===== config.mk =====
export PLATFORM = sky130hd
export DESIGN_NAME = pipeline_debug_controller_flat
export DESIGN_NICKNAME = d
export VERILOG_FILES = /design/src/rtl/pipeline_debug_controller_if.sv /design/src/rtl/pipeline_debug_controller.sv /design/src/flat_wrapper.sv
export SDC_FILE = /design/constraint.sdc
export NUM_CORES = 1
export LEC_CHECK = 0
export CAP_MARGIN = 20
export CORE_UTILIZATION = 50
export DETAILED_ROUTE_END_ITERATION = 16
export GPL_ROUTABILITY_DRIVEN = 0
export GPL_TIMING_DRIVEN = 1
export PLACE_DENSITY = 0.89
export SLEW_MARGIN = 20
export SYNTH_ARGS = -nofsm -noshare
export SYNTH_HDL_FRONTEND = slang
export SYNTH_SLANG_ARGS = --single-unit

===== constraint.sdc =====
create_clock -name i_clk -period 4.5 [get_ports i_clk]
set_clock_uncertainty 0.15 [all_clocks]
set_input_delay 0.9 -clock i_clk [delete_from_list [all_inputs] [get_ports i_clk]]
set_output_delay 0.9 -clock i_clk [all_outputs]
set_load 0.005 [all_outputs]

===== src/rtl/pipeline_debug_controller_if.sv =====
// Command link and register-file write-back bundle for pipeline_debug_controller.
//   cmd / cmd_valid / cmd_ready : host command byte handshake (byte taken on valid & ready)
//   wb_in_*                     : write-back request coming from the pipeline
//   wb_out_*                    : write-back port driven into the decoder register file
// master = host + pipeline side, slave = the controller.
interface pipeline_debug_controller_if #(
   parameter int unsigned NB_DATA           = 32,
   parameter int unsigned NB_ADDR_REGISTERS = 5,
   parameter int unsigned NB_CMD            = 8
);
   logic [NB_CMD-1:0]            cmd;
   logic                         cmd_valid;
   logic                         cmd_ready;
   logic [NB_DATA-1:0]           wb_in_data;
   logic [NB_ADDR_REGISTERS-1:0] wb_in_addr;
   logic                         wb_in_en;
   logic [NB_DATA-1:0]           wb_out_data;
   logic [NB_ADDR_REGISTERS-1:0] wb_out_addr;
   logic                         wb_out_en;

   modport master (
      output cmd, cmd_valid, wb_in_data, wb_in_addr, wb_in_en,
      input  cmd_ready, wb_out_data, wb_out_addr, wb_out_en
   );

   modport slave (
      input  cmd, cmd_valid, wb_in_data, wb_in_addr, wb_in_en,
      output cmd_ready, wb_out_data, wb_out_addr, wb_out_en
   );
endinterface


===== src/rtl/pipeline_debug_controller.sv =====
// Debug sequencer: owns the global pipeline stall and shares the register-file write-back
// port between the pipeline and the debug host. Host bytes select LOAD (preload a register
// while frozen), RUN, STEP or pipeline reset.
// Ports:
//   i_clk, i_reset     clock, asynchronous active-high reset
//   bus (slave)        command byte handshake, pipeline write-back in, register-file port out
//   i_halt             decoder saw HALT (level)
//   o_stall            low only while RUN or STEP
//   o_pipe_reset       synchronous reset pulse to the pipeline stages
//   o_cycle_count      unstalled cycles since the last pipeline reset (saturating)
//   o_done/o_err/o_timeout  one-cycle status pulses
//   o_state            current state encoding
module pipeline_debug_controller #(
   parameter int unsigned NB_DATA           = 32,
   parameter int unsigned N_REGISTERS       = 32,
   parameter int unsigned NB_ADDR_REGISTERS = $clog2(N_REGISTERS),
   parameter int unsigned NB_CMD            = 8,
   parameter int unsigned NB_CYCLE_CNT      = 32,
   parameter int unsigned MAX_RUN_CYCLES    = 1024,
   parameter int unsigned PRST_CYCLES       = 4
) (
   input  logic                      i_clk,
   input  logic                      i_reset,
   pipeline_debug_controller_if.slave bus,
   input  logic                      i_halt,
   output logic                      o_stall,
   output logic                      o_pipe_reset,
   output logic [NB_CYCLE_CNT-1:0]   o_cycle_count,
   output logic                      o_done,
   output logic                      o_err,
   output logic                      o_timeout,
   output logic [2:0]                o_state
);
   localparam int unsigned NB_BYTES = NB_DATA / NB_CMD;
   localparam int unsigned NB_BCNT  = $clog2(NB_BYTES + 1);
   localparam int unsigned NB_WDOG  = $clog2(MAX_RUN_CYCLES + 1);
   localparam int unsigned NB_PRST  = $clog2(PRST_CYCLES + 1);

   localparam logic [NB_CMD-1:0] CmdLoad  = NB_CMD'(8'h01);
   localparam logic [NB_CMD-1:0] CmdRun   = NB_CMD'(8'h02);
   localparam logic [NB_CMD-1:0] CmdStep  = NB_CMD'(8'h03);
   localparam logic [NB_CMD-1:0] CmdPrst  = NB_CMD'(8'h04);
   localparam logic [NB_CMD-1:0] CmdBreak = NB_CMD'(8'h05);

   typedef enum logic [2:0] {
      StIdle      = 3'd0,
      StLoadAddr  = 3'd1,
      StLoadData  = 3'd2,
      StLoadWrite = 3'd3,
      StRun       = 3'd4,
      StStep      = 3'd5,
      StPrst      = 3'd6,
      StHalted    = 3'd7
   } state_e;

   state_e                       state_q, state_d;
   logic [NB_ADDR_REGISTERS-1:0] addr_q, addr_d;
   logic [NB_DATA-1:0]           data_q, data_d;
   logic [NB_BCNT-1:0]           bcnt_q, bcnt_d;
   logic                         from_halt_q, from_halt_d;
   logic [NB_WDOG-1:0]           wdog_q, wdog_d;
   logic [NB_PRST-1:0]           prst_q, prst_d;
   logic [NB_CYCLE_CNT-1:0]      cycle_q, cycle_d;
   logic                         done_q, done_d;
   logic                         err_q, err_d;
   logic                         timeout_q, timeout_d;
   logic                         stall_q, stall_d;
   logic                         ready_q, ready_d;
   logic                         pipe_reset_q, pipe_reset_d;

   logic accept;
   logic addr_ok;
   logic debug_write;

   assign accept  = bus.cmd_valid && ready_q;
   // Address byte must fit the register index and must not target the hard-wired r0.
   assign addr_ok = ((bus.cmd >> NB_ADDR_REGISTERS) == '0) &&
                    (bus.cmd[NB_ADDR_REGISTERS-1:0] != '0);

   // The debug write only wins the port when the pipeline is not writing this cycle.
   assign debug_write     = (state_q == StLoadWrite) && !bus.wb_in_en;
   assign bus.wb_out_en   = debug_write ? 1'b1   : bus.wb_in_en;
   assign bus.wb_out_addr = debug_write ? addr_q : bus.wb_in_addr;
   assign bus.wb_out_data = debug_write ? data_q : bus.wb_in_data;

   always_comb begin
      state_d     = state_q;
      addr_d      = addr_q;
      data_d      = data_q;
      bcnt_d      = bcnt_q;
      from_halt_d = from_halt_q;
      wdog_d      = wdog_q;
      prst_d      = prst_q;
      cycle_d     = cycle_q;
      done_d      = 1'b0;
      err_d       = 1'b0;
      timeout_d   = 1'b0;

      unique case (state_q)
         StIdle: begin
            if (accept) begin
               case (bus.cmd)
                  CmdLoad: begin
                     state_d     = StLoadAddr;
                     from_halt_d = 1'b0;
                  end
                  CmdRun: begin
                     state_d = StRun;
                     wdog_d  = '0;
                  end
                  CmdStep: state_d = StStep;
                  CmdPrst: begin
                     state_d = StPrst;
                     prst_d  = '0;
                     cycle_d = '0;
                  end
                  default: err_d = 1'b1;
               endcase
            end
         end
         StHalted: begin
            if (accept) begin
               case (bus.cmd)
                  CmdLoad: begin
                     state_d     = StLoadAddr;
                     from_halt_d = 1'b1;
                  end
                  CmdPrst: begin
                     state_d = StPrst;
                     prst_d  = '0;
                     cycle_d = '0;
                  end
                  default: err_d = 1'b1;
               endcase
            end
         end
         StLoadAddr: begin
            if (accept) begin
               if (addr_ok) begin
                  addr_d  = bus.cmd[NB_ADDR_REGISTERS-1:0];
                  data_d  = '0;
                  bcnt_d  = '0;
                  state_d = StLoadData;
               end else begin
                  err_d   = 1'b1;
                  state_d = StIdle;
               end
            end
         end
         StLoadData: begin
            if (accept) begin
               data_d = {data_q[NB_DATA-NB_CMD-1:0], bus.cmd};
               bcnt_d = bcnt_q + NB_BCNT'(1);
               if (bcnt_q == NB_BCNT'(NB_BYTES - 1)) begin
                  state_d = StLoadWrite;
               end
            end
         end
         StLoadWrite: begin
            if (!bus.wb_in_en) begin
               done_d  = 1'b1;
               state_d = from_halt_q ? StHalted : StIdle;
            end
         end
         StRun: begin
            if (cycle_q != '1) cycle_d = cycle_q + NB_CYCLE_CNT'(1);
            wdog_d = wdog_q + NB_WDOG'(1);
            if (i_halt) begin
               done_d  = 1'b1;
               state_d = StHalted;
            end else if (accept && (bus.cmd == CmdBreak)) begin
               done_d  = 1'b1;
               state_d = StIdle;
            end else if (wdog_q == NB_WDOG'(MAX_RUN_CYCLES - 1)) begin
               timeout_d = 1'b1;
               state_d   = StIdle;
            end
         end
         StStep: begin
            if (cycle_q != '1) cycle_d = cycle_q + NB_CYCLE_CNT'(1);
            done_d  = 1'b1;
            state_d = i_halt ? StHalted : StIdle;
         end
         StPrst: begin
            cycle_d = '0;
            prst_d  = prst_q + NB_PRST'(1);
            if (prst_q == NB_PRST'(PRST_CYCLES - 1)) begin
               done_d  = 1'b1;
               state_d = StIdle;
            end
         end
         default: state_d = StIdle;
      endcase

      // Control outputs are registered from the next state so they line up with o_state.
      stall_d      = !((state_d == StRun) || (state_d == StStep));
      ready_d      = (state_d == StIdle) || (state_d == StHalted) || (state_d == StLoadAddr) ||
                     (state_d == StLoadData) || (state_d == StRun);
      pipe_reset_d = (state_d == StPrst);
   end

   always_ff @(posedge i_clk or posedge i_reset) begin
      if (i_reset) begin
         state_q      <= StIdle;
         addr_q       <= '0;
         data_q       <= '0;
         bcnt_q       <= '0;
         from_halt_q  <= 1'b0;
         wdog_q       <= '0;
         prst_q       <= '0;
         cycle_q      <= '0;
         done_q       <= 1'b0;
         err_q        <= 1'b0;
         timeout_q    <= 1'b0;
         stall_q      <= 1'b1;
         ready_q      <= 1'b1;
         pipe_reset_q <= 1'b0;
      end else begin
         state_q      <= state_d;
         addr_q       <= addr_d;
         data_q       <= data_d;
         bcnt_q       <= bcnt_d;
         from_halt_q  <= from_halt_d;
         wdog_q       <= wdog_d;
         prst_q       <= prst_d;
         cycle_q      <= cycle_d;
         done_q       <= done_d;
         err_q        <= err_d;
         timeout_q    <= timeout_d;
         stall_q      <= stall_d;
         ready_q      <= ready_d;
         pipe_reset_q <= pipe_reset_d;
      end
   end

   assign bus.cmd_ready = ready_q;
   assign o_stall       = stall_q;
   assign o_pipe_reset  = pipe_reset_q;
   assign o_cycle_count = cycle_q;
   assign o_done        = done_q;
   assign o_err         = err_q;
   assign o_timeout     = timeout_q;
   assign o_state       = state_q;
endmodule


===== src/flat_wrapper.sv =====
// flat-port wrapper written by rule: the top's interface ports become plain ports
module pipeline_debug_controller_flat 
#(
   parameter int unsigned NB_DATA           = 32,
   parameter int unsigned N_REGISTERS       = 32,
   parameter int unsigned NB_ADDR_REGISTERS = $clog2(N_REGISTERS),
   parameter int unsigned NB_CMD            = 8,
   parameter int unsigned NB_CYCLE_CNT      = 32,
   parameter int unsigned MAX_RUN_CYCLES    = 1024,
   parameter int unsigned PRST_CYCLES       = 4
)
  (i_clk, i_reset, i_halt, o_stall, o_pipe_reset, o_cycle_count, o_done, o_err, o_timeout, o_state, bus_cmd, bus_cmd_valid, bus_wb_in_data, bus_wb_in_addr, bus_wb_in_en, bus_cmd_ready, bus_wb_out_data, bus_wb_out_addr, bus_wb_out_en);
  pipeline_debug_controller_if #(.NB_DATA(NB_DATA), .NB_ADDR_REGISTERS(NB_ADDR_REGISTERS), .NB_CMD(NB_CMD)) bus_i ();
  input  logic i_clk;
  input  logic i_reset;
  input  logic i_halt;
  output logic o_stall;
  output logic o_pipe_reset;
  output logic [NB_CYCLE_CNT-1:0] o_cycle_count;
  output logic o_done;
  output logic o_err;
  output logic o_timeout;
  output logic [2:0] o_state;
  input wire logic [$bits(bus_i.cmd)-1:0] bus_cmd;
  input wire logic [$bits(bus_i.cmd_valid)-1:0] bus_cmd_valid;
  input wire logic [$bits(bus_i.wb_in_data)-1:0] bus_wb_in_data;
  input wire logic [$bits(bus_i.wb_in_addr)-1:0] bus_wb_in_addr;
  input wire logic [$bits(bus_i.wb_in_en)-1:0] bus_wb_in_en;
  output wire logic [$bits(bus_i.cmd_ready)-1:0] bus_cmd_ready;
  output wire logic [$bits(bus_i.wb_out_data)-1:0] bus_wb_out_data;
  output wire logic [$bits(bus_i.wb_out_addr)-1:0] bus_wb_out_addr;
  output wire logic [$bits(bus_i.wb_out_en)-1:0] bus_wb_out_en;
  assign bus_i.cmd = bus_cmd;
  assign bus_i.cmd_valid = bus_cmd_valid;
  assign bus_i.wb_in_data = bus_wb_in_data;
  assign bus_i.wb_in_addr = bus_wb_in_addr;
  assign bus_i.wb_in_en = bus_wb_in_en;
  assign bus_cmd_ready = bus_i.cmd_ready;
  assign bus_wb_out_data = bus_i.wb_out_data;
  assign bus_wb_out_addr = bus_i.wb_out_addr;
  assign bus_wb_out_en = bus_i.wb_out_en;
  pipeline_debug_controller #(.NB_DATA(NB_DATA), .N_REGISTERS(N_REGISTERS), .NB_ADDR_REGISTERS(NB_ADDR_REGISTERS), .NB_CMD(NB_CMD), .NB_CYCLE_CNT(NB_CYCLE_CNT), .MAX_RUN_CYCLES(MAX_RUN_CYCLES), .PRST_CYCLES(PRST_CYCLES)) u_core (.i_clk(i_clk), .i_reset(i_reset), .bus(bus_i), .i_halt(i_halt), .o_stall(o_stall), .o_pipe_reset(o_pipe_reset), .o_cycle_count(o_cycle_count), .o_done(o_done), .o_err(o_err), .o_timeout(o_timeout), .o_state(o_state));
endmodule

* After elaboration in Yosys (flattened, before gate mapping)
Cells that the tools add are included.
** Word-level totals
- Memory bits (read-only) :: 0
- Bits in registers :: 96
- Word-level logic and storage cells :: 139
- Bits in latches :: 0
- Memories kept :: 0
- Bits in writable memories :: 0
** Operators by class
- Bitwise gates (word level) :: 0
- Magnitude comparators :: 0
- Shift-type cells :: 0
- Multipliers :: 0
- Reductions and logical operators :: 30
- $add $sub $neg :: 4
- Multiplexer cells :: 58
- Equal/unequal tests :: 33
- Divide/modulo/power cells :: 0
** Operators by type and width (count)
- $mux W32 :: 7
- $pmux W32 S3 :: 1
- $pmux W32 S2 :: 1
- $mux W3 :: 17
- $add A32 B1 Y32 const B :: 1
- $ne A32 B32 Y1 const B :: 1
- $eq A3 B3 Y1 const B :: 8
- $pmux W3 S8 :: 1
- $mux W11 :: 2
- $pmux W11 S2 :: 1
- $ne A2 B1 Y1 const B :: 10
- $mux W1 :: 19
- $pmux W3 S2 :: 3
- $eq A8 B2 Y1 const B :: 2
- $eq A8 B3 Y1 const B :: 2
- $eq A3 B2 Y1 const B :: 5
- $pmux W3 S4 :: 1
- $add A11 B1 Y11 const B :: 1
- $eq A11 B10 Y1 const B :: 1
- $reduce_and A3 Y1 :: 3
- $eq A8 B1 Y1 const B :: 1
- $logic_not A8 Y1 :: 1
- $reduce_and A4 Y1 :: 2
- $reduce_bool A2 Y1 :: 4
- other kinds (17) :: 30

* Longest topological paths before layout
- Word-level depth :: 10
- Depth in mapped cells :: 9
- Depth with buffers taken out :: 8

* Least setup slack after synthesis
Ideal clock, no wire load.
- Path kind :: in2out
- From :: in bus_wb_in_en
- To :: out bus_wb_out_addr[0]
- Buffers on the path :: 2
- Arrival time :: 2074 ps
- Required time :: 3450 ps
- Stages :: 4
- Path slack :: 1376 ps
- Path through :: nor2_1 -> clkbuf_1 -> clkbuf_1 -> mux2_2
** Between the ends
- Cells in the longest elaborated chain, start to end :: 3
** RTL lines
- start: declaration :: RTL line flat_wrapper.sv:28 : input wire logic [$bits(bus_i.wb_in_en)-1:0] bus_wb_in_en;
- $logic_not A1 Y1 :: RTL line pipeline_debug_controller.sv:81 : assign debug_write = (state_q == StLoadWrite) && !bus.wb_in_en;
- $logic_and A1 B1 Y1 :: RTL line pipeline_debug_controller.sv:81
- $mux W5 :: RTL line pipeline_debug_controller.sv:83 : assign bus.wb_out_addr = debug_write ? addr_q : bus.wb_in_addr;
- end: declaration :: RTL line flat_wrapper.sv:31 : output wire logic [$bits(bus_i.wb_out_addr)-1:0] bus_wb_out_addr;
Every way passes these cells.

* Worst setup path after layout
- From :: in bus_wb_in_en
- To :: out bus_wb_out_data[6]
** Between the ends
- Cells in the longest elaborated chain, start to end :: 3
** RTL lines
- $logic_not A1 Y1 :: RTL line pipeline_debug_controller.sv:81
- $logic_and A1 B1 Y1 :: RTL line pipeline_debug_controller.sv:81
- $mux W32 :: RTL line pipeline_debug_controller.sv:84 : assign bus.wb_out_data = debug_write ? data_q : bus.wb_in_data;
- end: declaration :: RTL line flat_wrapper.sv:30 : output wire logic [$bits(bus_i.wb_out_data)-1:0] bus_wb_out_data;
Every way passes these cells.

==> impl_results.md <==
* Total clock sinks at 96
* Initial DRC count at around 300
* Yosys top cell by area: dfrtp_1
* Antenna diodes at 0
* # DRC at 0
* Fin. max-slew vios at 0
* Worst vdd ir at approximately 250 uV
* H-tree depth at 3
* Hold crit path type: register to register
* Num rows at 37
* Synthesized flop and latch total at 96
* GRT overflow at 0
* Crit path launch type: primary input
* CP cell instances: clkdlybuf4s50_1 > nor2_4 > buf_4 > mux2_2 > clkdlybuf4s50_1
* CP Class: primary input to output pin
* Crit-path max FO at 38
* Hold Buf Count CTS at 0
* Die width at 105 um
* Die area at 11,000 um2
* Async SR Flop Fraction at 1.00
* Netlist cell types at 58
* CORE AREA at 10,300 um2
* Post-Syn Nets at 643
* Inserted Clock Buffers at 9
* Routed len/inst at 16.3 um
* Post-CTS Setup Inserts at 0
* Starting Density at 0.515
* Ratio of cells with drive above 1 in the final layout at 0.120
* Leak pwr at 0.00270 uW
* F_max at approximately 0.26 GHz
* Leading cell types in the layout, fill and taps excluded: 128 x clkdlybuf4s50_1, 101 x nand2_1, 94 x dfrtp_1
* Setup violations, final at 0
* Post-cts gate resize count at 0
* Vias in the first global route at between 4,000 and 5,000
* Worst EP arrival at 2.83 ns
* Final wirelength at 13,700 um
* Clk Latency, worst-skew pair at 0.36 ns
* GRT Overall Usage at 0.257
* Top cells by area, synth: dfrtp_1 44%, mux2_2 8.7%, nand2_1 7.2%
* Vias per cell at 5.77
* Synthesized area per cell at 9.05 um2
* Top cell type's share of synthesized area at 0.443
* Unrepaired setup endpoints after global routing: false
* Seq/Total Area, Yosys at 0.453
* Syn Std Cell Area at roughly 5300 um2
* Root Driver: clkbuf_8
* Cell mode on critical path: clkdlybuf4s50_1
* Layout Cells excl Fill at 842
* Dpl ws at 0.634 ns
* Delay-heaviest family, CP: buffers and inverters
* Dpl cells at 827
* Final worst slack at a little over 0.6 ns
* CP Buf/Inv Count at 3
* Commonest non-fill, non-tap cell in the layout: clkdlybuf4s50_1
* Largest net degree at the start of global routing at 81
* Synth Flop Type: dfrtp_1
* Final net count at roughly 760
* Status: finished clean
* CTS Buffer Depth at 2
* Area grow syn2layout at 30.1%
* Clock transition at path regs at 0.09 ns
* Worst slew margin relative to its limit at 0.347
* First-pass detailed-route iteration total at 5
* Routed Antenna Nets at 0
* Synth Instances at 587
* First-pass GRT wire length at 22,800 um
* Transition time of the tightest slew-check pin at 0.979 ns
* Post-layout util at 0.670
* Post-route minimum period at 3.88 ns
* Dpl hpwl at 9820 um
* Max-cap check violation count at 0
* Endpoint class of the critical path: output pin
* Pwr Density at approximately 420 nW/um2
* Setup TNS Final at 0 ns
* CTS tree: yes
* Port Buffers at 128
* Die Ht at 105 um
* Via count at between 4,000 and 5,000
* EDFF count, synth at 0
* Final hold vios at 0
* Largest stage delay, worst path at 0.49 ns
* CP Data Required Time at ~3.5 ns
* IO Count at 129
* Final period utilization at 0.861
* Syn. warnings at 0
* Initial antenna violation count at 0
* Crit-path slowest cell: clkdlybuf4s50_1
cell type report:
type / instances / area, um2
well taps: 136 / 170
clock buffers: 10 / 138
inverters: 11 / 43.8
multi-input cells: 447 / 2750
clock inverters: 5 / 56.3
flip-flops and latches: 96 / 2400
fillers: 778 / 3410
repair buffers: 137 / 1350
through the flow:
stage | power [uW] | area (um2) | hold slack, ns
after floorplan | 1870 | 5310 | 0.294
after global placement | 2260 | 6710 | 0.310
after detailed placement | 2310 | 6710 | 0.325
after CTS | 2880 | 6910 | 0.344
after global routing | 3060 | 6910 | 0.377
final | 2880 | 6910 | 0.341
layer usage:
| metal | wire length [um] | GRT usage |
|---|---|---|
| met1 | 5730 | 0.330 |
| met2 | 6890 | 0.446 |
| met3 | 900 | 0.0356 |
| met4 | 214 | 0.0875 |
| met5 | 0 | 0 |
synth_stat cells, types with 2 or more instances:
cell        n
nand3_1    24
nor4_2      2
nor4b_1     3
o21ai_0    49
o22a_1      2
o21ai_1     2
nor3b_1     3
xor2_1      8
nor4_1     13
and2_1      2
inv_1      11
or3_1       2
dfstp_2     2
a31oi_1     6
mux2_2     41
nand4_1    10
a41oi_1     2
xnor2_1    21
buf_1       3
o31ai_1    11
buf_2       7
nor2b_1     5
nand2_1   102
ha_1        6
nand3b_1    4
clkbuf_1   23
dfrtp_1    94
nand2b_1    5
nor3_2      2
or2_2       5
nor3_1     19
or4_1       4
nor2_1     53
o21a_1      2
a21oi_1    12
and3_1      5
registers in the layout (all words and copies together), names as in the netlist, 3 cells and up:
signal / count
u_core.data_q: 32
u_core.addr_q: 5
u_core.prst_q: 3
u_core.bcnt_q: 3
u_core.o_state: 3
u_core.wdog_q: 11
u_core.o_cycle_count: 32
logic make-up (layout without fill, tap and decap cells):
logic type                 count (synthesis)  in the layout  synth area share
muxes                                     41             41            0.0869
DFF                                       96             96             0.453
and+or+nand+nor                          271            271             0.250
buffers and inverters                     44            163            0.0327
xor gates and xnor gates                  29             29            0.0478
AOI/OAI and AO/OA                        100            100             0.116
adders and majority gates                  6              6            0.0141
worst paths after layout:
kind	start	end	slack (ns)	cells after the start
min in group asynchronous	i_reset	u_core.data_q[5]$_DFFE_PP0P_	0.96	2
setup reg to reg	u_core.o_state[0]$_DFF_PP0_	u_core.bus.cmd_ready$_DFF_PP1_	1.64	6
setup / recovery	bus_wb_in_en	bus_wb_out_data[6]	0.62	5
hold / removal	u_core.bcnt_q[2]$_DFFE_PP0P_	u_core.bcnt_q[2]$_DFFE_PP0P_	0.34	2
max in group asynchronous	i_reset	u_core.bus.cmd_ready$_DFF_PP1_	2.33	3
hold reg to reg	u_core.bcnt_q[2]$_DFFE_PP0P_	u_core.bcnt_q[2]$_DFFE_PP0P_	0.34	2
tightest hold or removal path, cell delays in order (launching register included):
cell and delay [ns]:
dfrtp_1 0.35, nand2_1 0.05, o31ai_1 0.06
report_power, final:
part | switching (uW) | internal [uW] | total [uW] | leakage [uW]
Combinational | 675 | 503 | 1180 | 0.00130
Clock | 295 | 269 | 564 | 0.0000985
Sequential | 133 | 1010 | 1140 | 0.00130
No activity file was read; power rests on OpenSTA's default activity.
==> edit 1, RTL diff (same flow settings) <==
`N_REGISTERS` is set to 32 in 2 places; all go to 64.
--- a/src/rtl/pipeline_debug_controller.sv
+++ b/src/rtl/pipeline_debug_controller.sv
@@ -12,7 +12,7 @@
 //   o_state            current state encoding
 module pipeline_debug_controller #(
    parameter int unsigned NB_DATA           = 32,
-   parameter int unsigned N_REGISTERS       = 32,
+   parameter int unsigned N_REGISTERS       = 64,
    parameter int unsigned NB_ADDR_REGISTERS = $clog2(N_REGISTERS),
    parameter int unsigned NB_CMD            = 8,
    parameter int unsigned NB_CYCLE_CNT      = 32,
--- a/src/flat_wrapper.sv
+++ b/src/flat_wrapper.sv
@@ -2,7 +2,7 @@
 module pipeline_debug_controller_flat 
 #(
    parameter int unsigned NB_DATA           = 32,
-   parameter int unsigned N_REGISTERS       = 32,
+   parameter int unsigned N_REGISTERS       = 64,
    parameter int unsigned NB_ADDR_REGISTERS = $clog2(N_REGISTERS),
    parameter int unsigned NB_CMD            = 8,
    parameter int unsigned NB_CYCLE_CNT      = 32,
Ports: changed (resized bus_wb_in_addr and bus_wb_out_addr); port bits go from 129 to 131. No check against the original RTL was run, so the function may have changed too.
==> edit 1 against the unedited design <==
- clock power fell by 9.2%
- hold slack lost 0.0064 ns
- synthesized area is 1.4% higher
- synthesized cell count fell by 0.51%
- critical endpoint is now bus_wb_out_data[28]
- design area rose by 0.76%
- sequential cell count increased by 1
- wire length is 0.53% lower
- total power down 2.0%
- largest cell class unchanged
- critical path type is now reg2out
- register-to-register slack gained 0.07 ns
- worst setup slack worse by 0.13 ns
- die area rose by 1.4%
==> edit 1: results (changes against the unedited design) <==
route:
  vias: 4814  # -0.95%
  firstDrtPassIters: 5  # unchanged
  wl_per_cell_um: 16.21  # -0.65%
  drtIter0Drc: 317  # +6.0%
  via_per_inst: 5.711  # -1.1%
place:
  dp_cells: 827  # unchanged
  port_buffers: 130  # +1.6%
  hpwl_um: 9942  # +1.3%
cts:
  clkTransAtPathRegs_ns: 0.10
  cts_setup_buffers: 0  # unchanged
  cts_buffer_depth: 2  # unchanged
  postCtsResizedCells: 0  # unchanged
  htree_levels: 3  # unchanged
  insertion_delay_ns: 0.37
  cts_inserted_buffers: 9  # unchanged
  cts_root_buffer: "clkbuf_8"
logic_synthesis:
  ys_warn_count: 0  # unchanged
  synthFlopType: "dfrtp_1"
  syn_nets: 641  # -0.31%
  ys_async_sr_fraction: 1.000  # unchanged
  synth_area_leaders: "dfrtp_1 (44%), mux2_2 (9.2%), nand2_1 (7.0%)"
  synth.distinct_cells: 57  # -1.7%
  synth_common_cells: "nand2_1 (100), dfrtp_1 (95), nor2_1 (56)"
  seq_area_frac_synth: 0.4509  # -0.001767
  avgSynthCellArea_um2: 9.228  # +2.0%
worst_hold_path:
  hold_class: "reg2reg"
run_status:
  outcome: "complete, no violations"
cells_and_area:
  finalNetCount: 759  # +0.13%
  n_fill_cell: 801  # +3.0%
  antennaDiodeCount: 0  # unchanged
  drive_gt1_frac: 0.1386  # +0.01822
grt:
  grt_pass1_wl_um: 22350  # -2.1%
  track_usage: 0.2478  # -0.009262
  grt_pass1_vias: 4669  # -1.4%
  antenna_found_initial: 0  # unchanged
  grt_max_degree: 73  # -9.9%
setup_path:
  slowest_stage: "dfrtp_1"
  critPathMaxFanout: 39  # +2.6%
  arrival_ns: 2.96  # +0.13 ns
  max_stage_delay_ns: 0.79  # +0.30 ns
sta:
  slew_headroom: 0.3477  # +0.0004870
  slew_violations: 0  # unchanged
pwr:
  ir_drop_mv: 0.4537  # +78%
  p_leak_uw: 0.002781  # +2.9%
-- edit 1: cell families after synthesis --
group	after synthesis	share of synthesized area
AOI/OAI and AO/OA	81	0.08939
xor gates and xnor gates	36	0.05851
adders and majority gates	6	0.01393
buffers and inverters	45	0.03785
DFF	97	0.4509
muxes	45	0.09380
and+or+nand+nor	274	0.2556
-- edit 1: report_power, final --
group | switching, µW | internal, µW | leakage, µW
logic | 637 | 503 | 0.00138
clock network | 308 | 205 | 0.0000762
registers | 148 | 1020 | 0.00132
-- edit 1: final cells by class --
cell class              instances  area [µm²]  share of cell area
clock buffers                  11       131.4             0.01886
clock inverters                 5       40.04            0.005748
inverters                      13       51.30            0.007365
multi-input cells             442        2774              0.3982
flip-flops and latches         97        2430              0.3488
well taps                     136       170.2             0.02443
repair buffers                139        1369              0.1965
-- edit 1: through the flow --
stage / instance area [µm²] / utilization / worst slack [ns] / power, µW
global placement: 6794 / 0.6552 / 0.6146 / 2254
global route: 6965 / 0.6717 / 0.3684 / 3008
detailed placement: 6794 / 0.6552 / 0.5869 / 2312
finish: 6965 / 0.6717 / 0.4905 / 2825
CTS: 6965 / 0.6717 / 0.5149 / 2829
floorplan: 5389 / - / 0.9196 / 1893
-- edit 1: critical path, delay by kind of cell (launching register included) --
kind,cells,cell delay [ns]
buffers and inverters,2,0.90
flip-flops,1,0.79
AND/OR/NAND/NOR,2,0.49
multiplexers,1,0.40
-- edit 1: path summary, 6_finish.rpt --
check | from | end | slack, ns | depth (start not counted)
hold reg to reg | u_core.data_q[30] | u_core.data_q[30] | 0.33 | 2
hold / removal | u_core.data_q[30] | u_core.data_q[30] | 0.33 | 2
min in group asynchronous | i_reset | u_core.o_cycle_count[11] | 0.92 | 2
setup reg to reg | u_core.o_state[1] | u_core.o_cycle_count[8] | 1.71 | 6
setup / recovery | u_core.o_state[1] | bus_wb_out_data[28] | 0.49 | 5
max in group asynchronous | i_reset | u_core.bus.cmd_ready | 2.48 | 3
-- edit 1: metal layers --
| layer | track usage | routed length [µm] | vias up |
|---|---|---|---|
| li1 | - | - | 2271 |
| met1 | 0.3124 | 5757 | 2326 |
| met2 | 0.4323 | 7002 | 191 |
| met3 | 0.04638 | 684 | 26 |
| met4 | 0.07044 | 219 | 0 |
| met5 | 0 | 0 | - |
==> edit 2, RTL diff (same flow settings) <==
Without the edit above. `addr_q` and `data_q` no longer have a reset.
--- a/src/rtl/pipeline_debug_controller.sv
+++ b/src/rtl/pipeline_debug_controller.sv
@@ -202,8 +202,6 @@
    always_ff @(posedge i_clk or posedge i_reset) begin
       if (i_reset) begin
          state_q      <= StIdle;
-         addr_q       <= '0;
-         data_q       <= '0;
          bcnt_q       <= '0;
          from_halt_q  <= 1'b0;
          wdog_q       <= '0;
@@ -217,8 +215,6 @@
          pipe_reset_q <= 1'b0;
       end else begin
          state_q      <= state_d;
-         addr_q       <= addr_d;
-         data_q       <= data_d;
          bcnt_q       <= bcnt_d;
          from_halt_q  <= from_halt_d;
          wdog_q       <= wdog_d;
@@ -233,6 +229,11 @@
       end
    end
 
+   always_ff @(posedge i_clk) begin
+      addr_q <= addr_d;
+      data_q <= data_d;
+   end
+
    assign bus.cmd_ready = ready_q;
    assign o_stall       = stall_q;
    assign o_pipe_reset  = pipe_reset_q;
Function: same outputs for any inputs over 4 cycles, from zero or initial values and one cycle with i_reset high; that may be too few to reach the edited logic, so the function may still have changed.
==> edit 2 against the unedited design <==
- design area is 2.6% lower
- sequential share of layout area rose by 3.7 points
- fmax grew 0.29%
- total power is 1.8% higher
- synthesized area decreased by 3.2%
- sequential cell count did not move
- worst setup slack better by 0.011 ns
- wire length shrank 7.6%
- critical path type unchanged
- largest power group is now registers
==> edit 2: results (changes against the unedited design) <==
grt:
  grt_max_degree: 44  # -46%
  grt_pass1_wl_um: 19660  # -14%
  track_usage: 0.2406  # -0.01637
  grt_pass1_vias: 4143  # -12%
sta:
  timing.hold.ws_ns: 0.3518  # +0.01103 ns
  slew_headroom: 0.3475  # about the same
worst_hold_path:
  holdPathEnd: "u_core.wdog_q[10]"
  min-delay-start: "u_core.wdog_q[10]"
cells_and_area:
  finalNetCount: 679  # -10%
  drive_gt1_frac: 0.1226  # +0.002215
  fin_cells: 761  # -9.6%
logic_synthesis:
  synth_area_leaders: "dfrtp_1 (28%), edfxtp_1 (22%), mux2_2 (8.1%)"
  synth-edff-count: 37  # +37
  seq_area_frac_synth: 0.5036  # +0.05099
  synthXorXnorAreaFrac: 0.006813  # -0.04100
  synth.distinct_cells: 59  # +1.7%
  syn_inst: 500  # -15%
  synthAdderAreaFrac: 0.01460  # +0.0004676
  synth_compound_area_frac: 0.1324  # +0.01649
  synth_common_cells: "dfrtp_1 (57), o21ai_0 (46), nand2_1 (39)"
pwr:
  ir_drop_mv: 0.2185  # -14%
  p_leak_uw: 0.002522  # -6.7%
route:
  drtIter0Drc: 186  # -38%
setup_path:
  arrival_ns: 2.82  # about the same
  rr_endpoint: "u_core.o_pipe_reset"
place:
  dp_worst_setup_slack_ns: 0.6120  # -0.02165 ns
run_status:
  outcome: "complete, no violations"
## edit 2: layout make-up
type,count,area [µm²]
repair buffers,135,1346
fillers,709,3134
flip-flops and latches,96,2590
multi-input cells,367,2390
clock buffers,9,123.9
clock inverters,7,61.31
inverters,14,52.55
well taps,133,166.4
## edit 2: how the worst max path moves through the flow
stage                           start                  end  slack (ns)  cells past startpoint
finish                   bus_wb_in_en   bus_wb_out_data[0]        0.63                      5
global route        u_core.o_state[0]  bus_wb_out_data[22]        0.49                      5
CTS                      bus_wb_in_en  bus_wb_out_data[25]        0.61                      5
detailed placement       bus_wb_in_en  bus_wb_out_data[25]        0.61                      5
global placement         bus_wb_in_en  bus_wb_out_data[25]        0.69                      5
floorplan                  bus_cmd[2]     u_core.data_q[0]        1.40                      6
## edit 2: kinds of logic after synthesis
group / count (synthesis)
adder cells (fa/ha/maj): 6
buffers and inverters: 37
multiplexers: 39
AO/OA/AOI/OAI: 112
AND/OR/NAND/NOR: 206
XOR/XNOR: 4
flip-flops: 96
## edit 2: per-layer routing
| layer | wire length (µm) | up-vias | track usage |
|---|---|---|---|
| met5 | 0 | - | 0 |
| met4 | 172 | 0 | 0.07909 |
| met3 | 995 | 19 | 0.05242 |
| met2 | 6370 | 181 | 0.4289 |
| met1 | 5155 | 2139 | 0.2891 |
| li1 | - | 2095 | - |
## edit 2: stage by stage
| step | cell area (µm²) | power, µW |
|---|---|---|
| final | 6730 | 2935 |
| after floorplan | 5142 | 1939 |
| after CTS | 6730 | 2933 |
| after detailed placement | 6545 | 2387 |
| after global placement | 6545 | 2330 |
| after global routing | 6730 | 3111 |
## edit 2: where the power goes
group          leakage [µW]  switching, µW  total, µW  internal (µW)
logic               0.00134            638       1170            529
registers           0.00110            124       1220           1100
clock network     0.0000888            335        547            212
## edit 2: critical path, stage by stage
cell,delay [ns]
clkdlybuf4s50_1,0.48
nor2_4,0.13
buf_4,0.41
mux2_2,0.40
clkdlybuf4s50_1,0.46
